**src/rtl/ecc_sram_scrub.sv**
```systemverilog
// rtl/ecc_sram_scrub.sv - SECDED SRAM with correct-on-read write-back and background scrubber
// Optional build macro ECC_ERR_INJECT_EN adds the inj_mask write-path error injection port.

module ecc_sram_scrub #(
  parameter int ADDR_W         = 8,
  parameter int DATA_W         = 8,
  parameter int SCRUB_INTERVAL = 1024,
  parameter int CNT_W          = 8,
  localparam int P = (DATA_W <= 4)  ? 3 :
                     (DATA_W <= 11) ? 4 :
                     (DATA_W <= 26) ? 5 :
                     (DATA_W <= 57) ? 6 : 7,
  localparam int CW_W = DATA_W + P + 1
) (
  input  logic              clk,
  input  logic              rst_n,
  input  logic              enable,
  input  logic              we,
  input  logic [ADDR_W-1:0] addr,
  input  logic [DATA_W-1:0] data_in,
  input  logic              scrub_en,
  output logic [DATA_W-1:0] data_out,
  output logic              rd_valid,
  output logic              err_corr,
  output logic              err_uncorr,
  output logic [ADDR_W-1:0] err_addr,
  output logic [CNT_W-1:0]  corr_cnt,
  output logic [CNT_W-1:0]  uncorr_cnt,
  output logic              scrub_busy
`ifdef ECC_ERR_INJECT_EN
  , input logic [CW_W-1:0]  inj_mask
`endif
);

  localparam int DEPTH = 2 ** ADDR_W;
  localparam int IW    = $clog2(SCRUB_INTERVAL);

  typedef enum logic [1:0] {S_IDLE, S_RD, S_CHK, S_WB} state_t;

  typedef struct packed {
    logic [CW_W-1:0] cw;
    logic            single;
    logic            dbl;
  } dec_t;

  function automatic logic [CW_W-1:0] encode(input logic [DATA_W-1:0] d);
    logic [CW_W-1:0]   cw;
    logic [DATA_W-1:0] dd;
    cw = '0;
    dd = d;
    for (int p = 1; p < CW_W; p++) begin
      if ((p & (p - 1)) != 0) begin
        cw[p] = dd[0];
        dd    = dd >> 1;
      end
    end
    // Check bit at 2^i covers every higher position with bit i set.
    for (int p = 1; p < CW_W; p++) begin
      if ((p & (p - 1)) == 0) begin
        for (int q = p + 1; q < CW_W; q++) begin
          if ((q & p) != 0) cw[p] = cw[p] ^ cw[q];
        end
      end
    end
    cw[0] = ^cw[CW_W-1:1];
    return cw;
  endfunction

  function automatic logic [DATA_W-1:0] extract(input logic [CW_W-1:0] cw);
    logic [DATA_W-1:0] d;
    d = '0;
    for (int p = 1; p < CW_W; p++) begin
      if ((p & (p - 1)) != 0) d = {cw[p], d[DATA_W-1:1]};
    end
    return d;
  endfunction

  function automatic dec_t decode(input logic [CW_W-1:0] cw_in);
    dec_t r;
    int   s;
    logic po;
    s = 0;
    for (int p = 1; p < CW_W; p++) begin
      if (cw_in[p]) s = s ^ p;
    end
    po       = ^cw_in;
    r.cw     = cw_in;
    r.single = 1'b0;
    r.dbl    = 1'b0;
    if (po) begin
      // A syndrome past the last position can only come from 3+ flips.
      if (s < CW_W) begin
        r.cw     = cw_in ^ ({{(CW_W-1){1'b0}}, 1'b1} << s);
        r.single = 1'b1;
      end else begin
        r.dbl = 1'b1;
      end
    end else if (s != 0) begin
      r.dbl = 1'b1;
    end
    return r;
  endfunction

  logic [CW_W-1:0]   mem [0:DEPTH-1];
  state_t            state, state_nxt;
  logic [ADDR_W-1:0] ptr;
  logic [IW-1:0]     icnt;
  logic [CW_W-1:0]   s_cw;
  logic              pend_valid;
  logic [ADDR_W-1:0] pend_addr;
  logic [CW_W-1:0]   pend_cw;
  logic [CW_W-1:0]   wr_cw;
  dec_t              dec_u, dec_s;
  logic              user_rd, pend_fire, pend_drop;
  logic              icnt_inc, icnt_clr, s_load, s_fix, s_write, s_step, s_uncorr;

`ifdef ECC_ERR_INJECT_EN
  assign wr_cw = encode(data_in) ^ inj_mask;
`else
  assign wr_cw = encode(data_in);
`endif

  assign dec_u      = decode(mem[addr]);
  assign dec_s      = decode(s_cw);
  assign user_rd    = enable && !we;
  assign pend_fire  = pend_valid && !enable;
  assign pend_drop  = pend_valid && enable && we && (addr == pend_addr);
  assign scrub_busy = (state != S_IDLE);

  // Any user access aborts a scrub step; a pending write-back only stalls it.
  always_comb begin
    state_nxt = state;
    icnt_inc  = 1'b0;
    icnt_clr  = 1'b0;
    s_load    = 1'b0;
    s_fix     = 1'b0;
    s_write   = 1'b0;
    s_step    = 1'b0;
    s_uncorr  = 1'b0;
    case (state)
      S_IDLE: begin
        if (!scrub_en) begin
          icnt_clr = 1'b1;
        end else if (!enable) begin
          if (icnt == IW'(SCRUB_INTERVAL - 1)) begin
            state_nxt = S_RD;
            icnt_clr  = 1'b1;
          end else begin
            icnt_inc = 1'b1;
          end
        end
      end
      S_RD: begin
        if (enable) begin
          state_nxt = S_IDLE;
          icnt_clr  = 1'b1;
        end else if (!pend_valid) begin
          s_load    = 1'b1;
          state_nxt = S_CHK;
        end
      end
      S_CHK: begin
        if (enable) begin
          state_nxt = S_IDLE;
          icnt_clr  = 1'b1;
        end else if (!pend_valid) begin
          if (dec_s.single) begin
            s_fix     = 1'b1;
            state_nxt = S_WB;
          end else begin
            s_step    = 1'b1;
            s_uncorr  = dec_s.dbl;
            state_nxt = S_IDLE;
          end
        end
      end
      S_WB: begin
        if (enable) begin
          state_nxt = S_IDLE;
          icnt_clr  = 1'b1;
        end else if (!pend_valid) begin
          s_write   = 1'b1;
          s_step    = 1'b1;
          state_nxt = S_IDLE;
        end
      end
      default: state_nxt = S_IDLE;
    endcase
  end

  always_ff @(posedge clk or negedge rst_n) begin
    if (!rst_n) state <= S_IDLE;
    else        state <= state_nxt;
  end

  always_ff @(posedge clk) begin
    if (enable && we)   mem[addr]      <= wr_cw;
    else if (pend_fire) mem[pend_addr] <= pend_cw;
    else if (s_write)   mem[ptr]       <= s_cw;
  end

  always_ff @(posedge clk or negedge rst_n) begin
    if (!rst_n) begin
      data_out   <= '0;
      rd_valid   <= 1'b0;
      err_corr   <= 1'b0;
      err_uncorr <= 1'b0;
      err_addr   <= '0;
      corr_cnt   <= '0;
      uncorr_cnt <= '0;
      ptr        <= '0;
      icnt       <= '0;
      s_cw       <= '0;
      pend_valid <= 1'b0;
      pend_addr  <= '0;
      pend_cw    <= '0;
    end else begin
      rd_valid   <= 1'b0;
      err_corr   <= 1'b0;
      err_uncorr <= 1'b0;
      if (user_rd) begin
        rd_valid   <= 1'b1;
        data_out   <= extract(dec_u.cw);
        err_corr   <= dec_u.single;
        err_uncorr <= dec_u.dbl;
        if (dec_u.single || dec_u.dbl) err_addr <= addr;
        if (dec_u.single && corr_cnt != '1)   corr_cnt   <= corr_cnt + 1'b1;
        if (dec_u.dbl && uncorr_cnt != '1)    uncorr_cnt <= uncorr_cnt + 1'b1;
      end
      if (user_rd && dec_u.single) begin
        pend_valid <= 1'b1;
        pend_addr  <= addr;
        pend_cw    <= dec_u.cw;
      end else if (pend_fire || pend_drop) begin
        pend_valid <= 1'b0;
      end
      if (s_write) begin
        err_addr <= ptr;
        if (corr_cnt != '1) corr_cnt <= corr_cnt + 1'b1;
      end
      if (s_uncorr) begin
        err_addr <= ptr;
        if (uncorr_cnt != '1) uncorr_cnt <= uncorr_cnt + 1'b1;
      end
      if (s_step) ptr <= ptr + 1'b1;
      if (icnt_clr)      icnt <= '0;
      else if (icnt_inc) icnt <= icnt + 1'b1;
      if (s_load)     s_cw <= mem[ptr];
      else if (s_fix) s_cw <= dec_s.cw;
    end
  end

endmodule
```
**config.mk**
```make
export PLATFORM = sky130hd
export DESIGN_NAME = ecc_sram_scrub
export DESIGN_NICKNAME = d
export VERILOG_FILES = /design/src/rtl/ecc_sram_scrub.sv
export SDC_FILE = /design/constraint.sdc
export NUM_CORES = 2
export LEC_CHECK = 0
export CAP_MARGIN = 10
export CELL_PAD_IN_SITES_DETAIL_PLACEMENT = 1
export CELL_PAD_IN_SITES_GLOBAL_PLACEMENT = 1
export CORE_ASPECT_RATIO = 0.6
export CORE_UTILIZATION = 45
export CTS_BUF_LIST = sky130_fd_sc_hd__clkbuf_16
export CTS_CLUSTER_DIAMETER = 40
export DETAILED_ROUTE_END_ITERATION = 16
export PLACE_DENSITY = 0.68
export SLEW_MARGIN = 15
export SYNTH_ARGS = -nofsm -noshare
export SYNTH_HDL_FRONTEND = slang
export SYNTH_SLANG_ARGS = --single-unit
```
**constraint.sdc**
```tcl
create_clock -name clk -period 14 [get_ports clk]
set_input_delay 2.1 -clock clk [delete_from_list [all_inputs] [get_ports clk]]
set_output_delay 2.1 -clock clk [all_outputs]
set_load 0.1 [all_outputs]
```
**Word level (Yosys, flattened, before mapping)**

Memories as Yosys holds them, arrays and structs flattened.
Index checks and enable logic that the tools add are counted.

- Register bits: 90
- Bits in writable memories: 3328
- Input bits: 21
- Output and inout port bits: 36
- Logic and storage cells: 213
- Memories kept: 1

- Add/sub/neg operators: 4
- Order comparisons: 2
- Eq/ne operators: 13
- Shift-type cells: 2
- Muxes and demuxes: 106
- Bitwise logic cells: 38
- Reduce and logical (&&, ||, !) cells: 33

Memory list:

| memory | words | bits a word | rd ports | clocked after memory_dff | write ports | RTL line | RTL |
|---|---|---|---|---|---|---|---|
| mem | 256 | 13 | 2 | 0 | 1 | 104 | `logic [CW_W-1:0] mem [0:DEPTH-1];` |

Operator list:

| kind | number |
|---|---|
| 8-bit 2-to-1 mux | 14 |
| 32-bit nonzero test | 2 |
| 14-bit 2-to-1 mux | 4 |
| 13-bit 2-to-1 mux | 4 |
| 1-bit 2-to-1 mux | 47 |
| 4-bit 2-to-1 mux | 10 |
| 32-bit by 5-bit less-than comparator with 1-bit output (second input constant) | 1 |
| 1-bit by 32-bit left shift with 13-bit output (first input constant) | 1 |
| 2-bit 2-to-1 mux | 14 |
| 13-bit OR reduction | 2 |
| 13-bit parity | 2 |
| 13-bit bitwise XOR | 2 |
| 8-bit by 1-bit adder with 8-bit output (second input constant) | 3 |
| 3-bit 2-to-1 mux | 8 |
| 2-bit NOT | 12 |
| 10-bit 2-to-1 mux | 2 |
| 8-bit != test (second input constant) | 2 |
| 1-bit bitwise XOR | 14 |
| 1-bit by 4-bit left shift with 13-bit output (first input constant) | 1 |
| 3-bit NOT | 4 |
| 2-bit nonzero test | 6 |
| 12-bit parity | 1 |
| 10-bit by 1-bit adder with 10-bit output (second input constant) | 1 |
| 10-bit equality test (second input constant) | 1 |
| 18 further kinds | 40 |

**Logic depth before layout (Yosys ltp)**

- Word-level depth: 30
- Depth in mapped cells: 25
- Mapped depth without buffers: 14

**Worst setup path after synthesis**

No wires, ideal clock.

- Path kind: input -> register
- Start point: input enable
- End point: memory mem[0][10] (netlist bit), data pin
- Library setup time: 2187 ps
- Arrival: 13410 ps
- Required time: 11813 ps
- Path slack: -1597 ps
- Stages on the path: 6
- Buffers on the path: 3
- Path through: nor2b_1 > clkbuf_1 > buf_1 > buf_1 > mux2i_1 > o21ai_0

- Longest elaborated chain between the ends: 8
- Elaborated cells between the ends (all ways): 16
- Classes of those cells: mux (11); reduce/logical (5)

RTL lines:

| element | RTL line | RTL |
|---|---|---|
| start, declared | 17 | `input logic enable,` |
| 1-bit 2-to-1 mux / 1-bit logical NOT (equally long branches) | n/a |  |
| 1-bit 2-to-1 mux / 1-bit logical AND (equally long branches) | 140, 126 |  |
| 1-bit 2-to-1 mux (on tied branches) | 199, 198 |  |
| 1-bit 2-to-1 mux (on tied branches) | 198, 197 |  |
| 1-bit 2-to-1 mux (on tied branches) | 197, 198 |  |
| 1-bit 2-to-1 mux (implied by the code) / 13-bit OR reduction (equally long branches) | n/a |  |
| 13-bit OR reduction (no line) / 13-bit 2-to-1 mux (equally long branches) | n/a |  |
| 13-bit 2-to-1 mux (no line) (*) | n/a |  |
| end, declared | 104 |  |

Every way passes the cells marked *; elsewhere a longest branch is shown, timed or not.

**Worst setup path in the final report**

- Start point: input addr[0]
- End point: register corr_cnt[7]

- Longest elaborated chain between the ends: 26
- Elaborated cells between the ends (all ways): 30
- Classes of those cells: order compare (1); mux (18); bitwise (8); reduce/logical (2); memory (1)

RTL lines:

| element | RTL line | RTL |
|---|---|---|
| start, declared | 19 | `input logic [ADDR_W-1:0] addr,` |
| memory read 256 x 13 bit (*) | n/a |  |
| 1-bit 2-to-1 mux | 84 | `if (cw_in[p]) s = s ^ p;` |
| 2-bit 2-to-1 mux | 84 |  |
| 2-bit NOT (no line) | n/a |  |
| 2-bit 2-to-1 mux | 84 |  |
| 3-bit 2-to-1 mux | 84 |  |
| 2-bit NOT (no line) | n/a |  |
| 3-bit 2-to-1 mux (2 in a row) | 84 |  |
| (+9 left out) | n/a |  |
| 4-bit less-than comparator | 92 | `if (s < CW_W) begin` |
| 14-bit 2-to-1 mux | 92 |  |
| 14-bit 2-to-1 mux (*) | 90 | `if (po) begin` |
| 1-bit logical AND (*) | 227 | `if (dec_u.single && corr_cnt != '1) corr_cnt <= corr_cnt + 1'b1;` |
| 8-bit 2-to-1 mux (*) | 227 |  |
| 8-bit 2-to-1 mux (*) | 221 | `if (user_rd) begin` |
| 8-bit 2-to-1 mux | 239 | `if (corr_cnt != '1) corr_cnt <= corr_cnt + 1'b1;` |
| 8-bit 2-to-1 mux (*) | 237 | `if (s_write) begin` |
| end signal, assigned | 227 |  |
| end signal, assigned | 239 |  |
| end, declared | 27 | `output logic [CNT_W-1:0] corr_cnt,` |

Marks and branches as above.
A chain may end at the register's enable or synchronous reset.

==> impl_metrics.prom <==
# TYPE chip_impl_metric gauge
chip_impl_info{name="run_status",value="complete, no violations"} 1
chip_impl_metric{name="leakagePower",unit="nW"} 54.60
chip_impl_info{name="synth_top_flop_cell",value="sky130_fd_sc_hd__edfxtp_1"} 1
chip_impl_metric{name="number_of_max_cap_violations",unit=""} 0
chip_impl_metric{name="ys_seq_elements",unit=""} 3418
chip_impl_metric{name="synth_cells",unit=""} 7758
chip_impl_metric{name="synth.cell_area",unit="sq um"} 160300
chip_impl_metric{name="chipHeight",unit="um"} 464.3
chip_impl_metric{name="p_sw",unit="mW"} 6.760
chip_impl_metric{name="clkTransAtPathRegs",unit="ps"} 60
chip_impl_info{name="crit_path_start_kind",value="input port"} 1
chip_impl_metric{name="number_of_antenna_violations_at_the_first_check_in_global_routing",unit=""} 53
chip_impl_info{name="slowest_stage_cell_cp",value="sky130_fd_sc_hd__a221oi_1"} 1
chip_impl_metric{name="internal-power",unit="mW"} 18.35
chip_impl_info{name="hold_path_class",value="register to register"} 1
chip_impl_info{name="worst_hold_startpoint",value="pend_cw[8]"} 1
chip_impl_info{name="clk_root_buffer_cell",value="sky130_fd_sc_hd__clkbuf_16"} 1
chip_impl_metric{name="worst-slew-pin-transition",unit="ps"} 1325
chip_impl_metric{name="post_cts.resized_instances",unit=""} 0
chip_impl_metric{name="routed_wirelength",unit="um"} 599400
chip_impl_info{name="crit_end_category",value="register"} 1
chip_impl_metric{name="io-pin-count",unit=""} 57
chip_impl_info{name="rsz_0062_raised_after_global_routing",value="no"} 1
chip_impl_metric{name="grt_pass1_vias",unit=""} 94060
chip_impl_metric{name="cp_slowest_stage_delay",unit="ps"} 1120
chip_impl_metric{name="netlist.area_leader.share",unit=""} 0.6235
chip_impl_metric{name="grt_start_max_net_pins",unit=""} 209
chip_impl_metric{name="post-cts-setup-buffer-count",unit=""} 0
chip_impl_metric{name="avgRoutedWirePerCell",unit="um"} 45.97
chip_impl_info{name="cts_tree",value="yes"} 1
chip_impl_info{name="cp_cell_sequence",value="buf_16, buf_4, buf_4, mux4_2, a221oi_1, o311ai_2, nor2_1, a21oi_1, o2111ai_2, xor2_1, xnor2_2, xor2_2, nand2_4, a21oi_4, or2_1, nand4_2, mux2_4"} 1
chip_impl_metric{name="flow.area_growth_from_synthesis",unit="%"} 12.40
chip_impl_metric{name="dp_worst_setup_slack",unit="ps"} 4650
chip_impl_metric{name="power.combinational.fraction",unit=""} 0.124
chip_impl_metric{name="post_route_cells_drive_above_1_share",unit=""} 0.3905
chip_impl_metric{name="fin_cells",unit=""} 13040
chip_impl_metric{name="drt_drc_violations_left",unit=""} 0
chip_impl_metric{name="timing.final.setup_violations",unit=""} 0
chip_impl_metric{name="dp_hpwl",unit="um"} 387200
chip_impl_metric{name="wire_length_of_the_first_global_routing_pass",unit="um"} 815000
chip_impl_metric{name="nFillCells",unit=""} 31120
chip_impl_metric{name="slew_violations",unit=""} 0
chip_impl_metric{name="grt_util_all_layers",unit=""} 0.3316
chip_impl_metric{name="period_utilization",unit=""} 0.6195
chip_impl_metric{name="num_vias",unit=""} 95300
chip_impl_metric{name="post-place-cells",unit=""} 12330
chip_impl_metric{name="async_sr_flop_fraction",unit=""} 0.02633
chip_impl_metric{name="ant_nets",unit=""} 0
chip_impl_metric{name="worst_ep_required_time",unit="ps"} 14840
chip_impl_metric{name="clk_path_buf_depth",unit=""} 4
chip_impl_metric{name="buffer_ports.inserted",unit=""} 56
chip_impl_metric{name="grt_overflow_total",unit=""} 0
chip_impl_metric{name="floorplan.initialDensity",unit=""} 0.4528
chip_impl_metric{name="timing.reg2reg.worst_path_depth",unit=""} 9
chip_impl_metric{name="rows",unit=""} 169
chip_impl_metric{name="worstPathArrival",unit="ps"} 9510
chip_impl_info{name="worst_r2r_startpoint",value="ptr[0]"} 1
chip_impl_metric{name="worst-r2r-setup-slack",unit="ps"} 7900
chip_impl_info{name="timing.critical_path.mode_cell",value="sky130_fd_sc_hd__buf_4"} 1
chip_impl_metric{name="power.share.switching",unit=""} 0.2692
chip_impl_metric{name="numCtsBuffers",unit=""} 363
chip_impl_metric{name="power.share.clock",unit=""} 0.396
chip_impl_info{name="hold_path_end",value="pend_cw[8]"} 1
chip_impl_info{name="synthTopCellsByArea",value="sky130_fd_sc_hd__edfxtp_1 62%, sky130_fd_sc_hd__mux4_2 27%, sky130_fd_sc_hd__mux2i_1 1.7%, sky130_fd_sc_hd__dfrtp_1 1.4%, sky130_fd_sc_hd__nor2_1 0.87%"} 1
chip_impl_metric{name="synth.avg_cell_area",unit="sq um"} 20.66
chip_impl_metric{name="postSynthNetCount",unit=""} 7783
chip_impl_metric{name="power.density",unit="nW/um^2"} 139.4
chip_impl_metric{name="relSlewSlack",unit=""} 0.09126
chip_impl_info{name="synth_top_cell_by_area",value="sky130_fd_sc_hd__edfxtp_1"} 1
chip_impl_metric{name="die-width",unit="um"} 772.5
chip_impl_metric{name="hold-path-cell-count",unit=""} 2
chip_impl_metric{name="fin_total_pwr",unit="mW"} 25.11
chip_impl_metric{name="crit_fanout",unit=""} 67
chip_impl_metric{name="synth-seq-area-share",unit=""} 0.6375
chip_impl_metric{name="fmax",unit="GHz"} 0.1153
chip_impl_metric{name="num-nets-final",unit=""} 8026
chip_impl_metric{name="die_area",unit="sq um"} 358700
chip_impl_metric{name="finalCoreUtilization",unit=""} 0.5090
chip_impl_metric{name="vias_per_cell",unit=""} 7.309
chip_impl_metric{name="design.core.area",unit="sq um"} 354000
chip_impl_info{name="startpoint_to_endpoint_class_of_the_critical_path",value="input port to register"} 1
chip_impl_metric{name="vdd_drop_max",unit="mV"} 0.1393
chip_impl_metric{name="holdBufCountCts",unit=""} 0
chip_impl_metric{name="post-route-worst-setup-slack",unit="ps"} 5327
chip_impl_metric{name="period_minus_ws_final",unit="ps"} 8673
chip_impl_metric{name="drt_pass1_iterations",unit=""} 6
chip_impl_metric{name="post_synthesis_cell_type_count",unit=""} 93
chip_impl_metric{name="insertion_delay",unit="ps"} 980
chip_impl_metric{name="detail_route.iter0.violations",unit=""} 16380
chip_impl_metric{name="place_congestion",unit=""} 0.9388
chip_impl_metric{name="clock_sinks",unit=""} 3418
chip_impl_metric{name="hold_viol_final",unit=""} 0
chip_impl_info{name="regToRegEndpoint",value="s_cw[8]"} 1
chip_impl_metric{name="number_of_enable_flip_flop_cells_after_synthesis",unit=""} 3328
chip_impl_metric{name="cts_htree_levels",unit=""} 5
chip_impl_metric{name="finalClockSkew",unit="ps"} 60.62
chip_impl_metric{name="p_seq_frac",unit=""} 0.480
chip_impl_metric{name="ys_warn_count",unit=""} 0
cells in the final DEF, fill, tap and decap left out, types with 47 or more instances in the layout:
cell type	instances
sky130_fd_sc_hd__mux2i_1	268
sky130_fd_sc_hd__o22ai_1	63
sky130_fd_sc_hd__nor2_2	114
sky130_fd_sc_hd__clkbuf_16	370
sky130_fd_sc_hd__buf_4	412
sky130_fd_sc_hd__a22oi_1	97
sky130_fd_sc_hd__edfxtp_1	3328
sky130_fd_sc_hd__mux2_2	68
sky130_fd_sc_hd__nand2_1	172
sky130_fd_sc_hd__nor2_1	214
sky130_fd_sc_hd__o21ai_0	79
sky130_fd_sc_hd__clkdlybuf4s50_1	47
sky130_fd_sc_hd__inv_1	57
sky130_fd_sc_hd__xnor2_1	60
sky130_fd_sc_hd__dfrtp_1	84
sky130_fd_sc_hd__a21oi_1	109
sky130_fd_sc_hd__mux4_2	1901
cells by family (layout without fill, tap and decap cells):
group / count (synthesis) / in the layout / synth area share
DFF: 3418 / 3418 / 0.6375
muxes: 2242 / 2242 / 0.2890
and+or+nand+nor: 812 / 812 / 0.02296
buffers and inverters: 626 / 1162 / 0.02095
AOI/OAI and AO/OA: 557 / 557 / 0.02340
xor gates and xnor gates: 99 / 99 / 0.005855
adders and majority gates: 4 / 4 / 0.0003123
other: 0 / 42 / 0
metal layers:
metal / wire length (um) / up-vias / track usage
met5: 474 / - / 0.002941
met4: 21240 / 48 / 0.1026
met3: 106800 / 1141 / 0.1659
met2: 239900 / 8042 / 0.4316
met1: 231000 / 51740 / 0.4846
li1: - / 34320 / -
power groups by stage:
stage	Clock (mW)	Combinational (mW)	Sequential (mW)
2_1_floorplan	0	1.59	12.9
3_3_place_gp	0	2.91	12.3
3_5_place_dp	0	3.00	12.3
4_1_cts	9.99	3.00	12.1
5_1_grt	10.3	3.21	12.1
6_report	9.94	3.11	12.1
metrics by stage:
stage,hold slack (ps),cell area (sq um),TNS [ps]
floorplan,480.5,160300,-1601460
global placement,516.9,167900,0
detailed placement,523.8,167900,0
CTS,538.3,179900,0
global route,556.2,180100,0
finish,532.8,180200,0
critical path, delay by kind of cell:
kind	cells	cell delay, ps
buffers and inverters	3	1750
XOR/XNOR	3	900
AND/OR/NAND/NOR	4	1100
multiplexers	2	1080
AO/OA/AOI/OAI	5	2420
flip-flops by register name, summed over array words and instances (netlist names), 10 cells and up:
| signal | cells |
|---|---|
| mem | 3328 |
| pend_cw | 13 |
| icnt | 10 |
| s_cw | 13 |
synth_stat cells (10+ instances only):
master and number:
sky130_fd_sc_hd__a31oi_1 20, sky130_fd_sc_hd__o22ai_1 63, sky130_fd_sc_hd__buf_2 79, sky130_fd_sc_hd__a2111oi_0 10, sky130_fd_sc_hd__a32oi_1 18, sky130_fd_sc_hd__nand2b_1 20, sky130_fd_sc_hd__nand4_1 16, sky130_fd_sc_hd__or3_1 14
sky130_fd_sc_hd__nor3_1 28, sky130_fd_sc_hd__buf_8 12, sky130_fd_sc_hd__mux2_2 69, sky130_fd_sc_hd__nor2_1 371, sky130_fd_sc_hd__nor4_1 19, sky130_fd_sc_hd__nor2b_1 56, sky130_fd_sc_hd__xnor2_1 60, sky130_fd_sc_hd__a21oi_1 109
sky130_fd_sc_hd__a22o_1 18, sky130_fd_sc_hd__nand2_1 188, sky130_fd_sc_hd__a22oi_1 97, sky130_fd_sc_hd__xor2_1 32, sky130_fd_sc_hd__buf_1 112, sky130_fd_sc_hd__dfrtp_1 90, sky130_fd_sc_hd__mux4_2 1901, sky130_fd_sc_hd__edfxtp_1 3328
sky130_fd_sc_hd__o21ai_0 94, sky130_fd_sc_hd__a211oi_1 41, sky130_fd_sc_hd__clkbuf_1 287, sky130_fd_sc_hd__o211ai_1 11, sky130_fd_sc_hd__mux2i_1 269, sky130_fd_sc_hd__buf_4 67, sky130_fd_sc_hd__nand3_1 43, sky130_fd_sc_hd__o221ai_1 13
sky130_fd_sc_hd__buf_6 50
area by class of cell:
| cell class | instances | area [sq um] | share of cell area |
|---|---|---|---|
| diodes | 42 | 105.1 | 0.0005834 |
| clock buffers | 370 | 9259 | 0.05139 |
| clock inverters | 288 | 2719 | 0.01509 |
| inverters | 9 | 38.79 | 0.0002153 |
| multi-input cells | 3714 | 55700 | 0.3092 |
| flip-flops and latches | 3418 | 102200 | 0.5673 |
| well taps | 4702 | 5883 | 0.03266 |
| repair buffers | 495 | 4243 | 0.02355 |
how the worst max path moves through the flow:
stage / startpoint / end / slack (ps) / cells past startpoint
finish: addr[0] / corr_cnt[7] / 5330 / 17
global route: addr[0] / corr_cnt[7] / 5220 / 17
CTS: addr[2] / corr_cnt[7] / 5670 / 15
detailed placement: addr[2] / corr_cnt[7] / 4650 / 15
global placement: addr[0] / corr_cnt[7] / 4610 / 17
floorplan: enable / mem[0][1] / -1590 / 6
No activity file was read; power rests on OpenSTA's default activity.
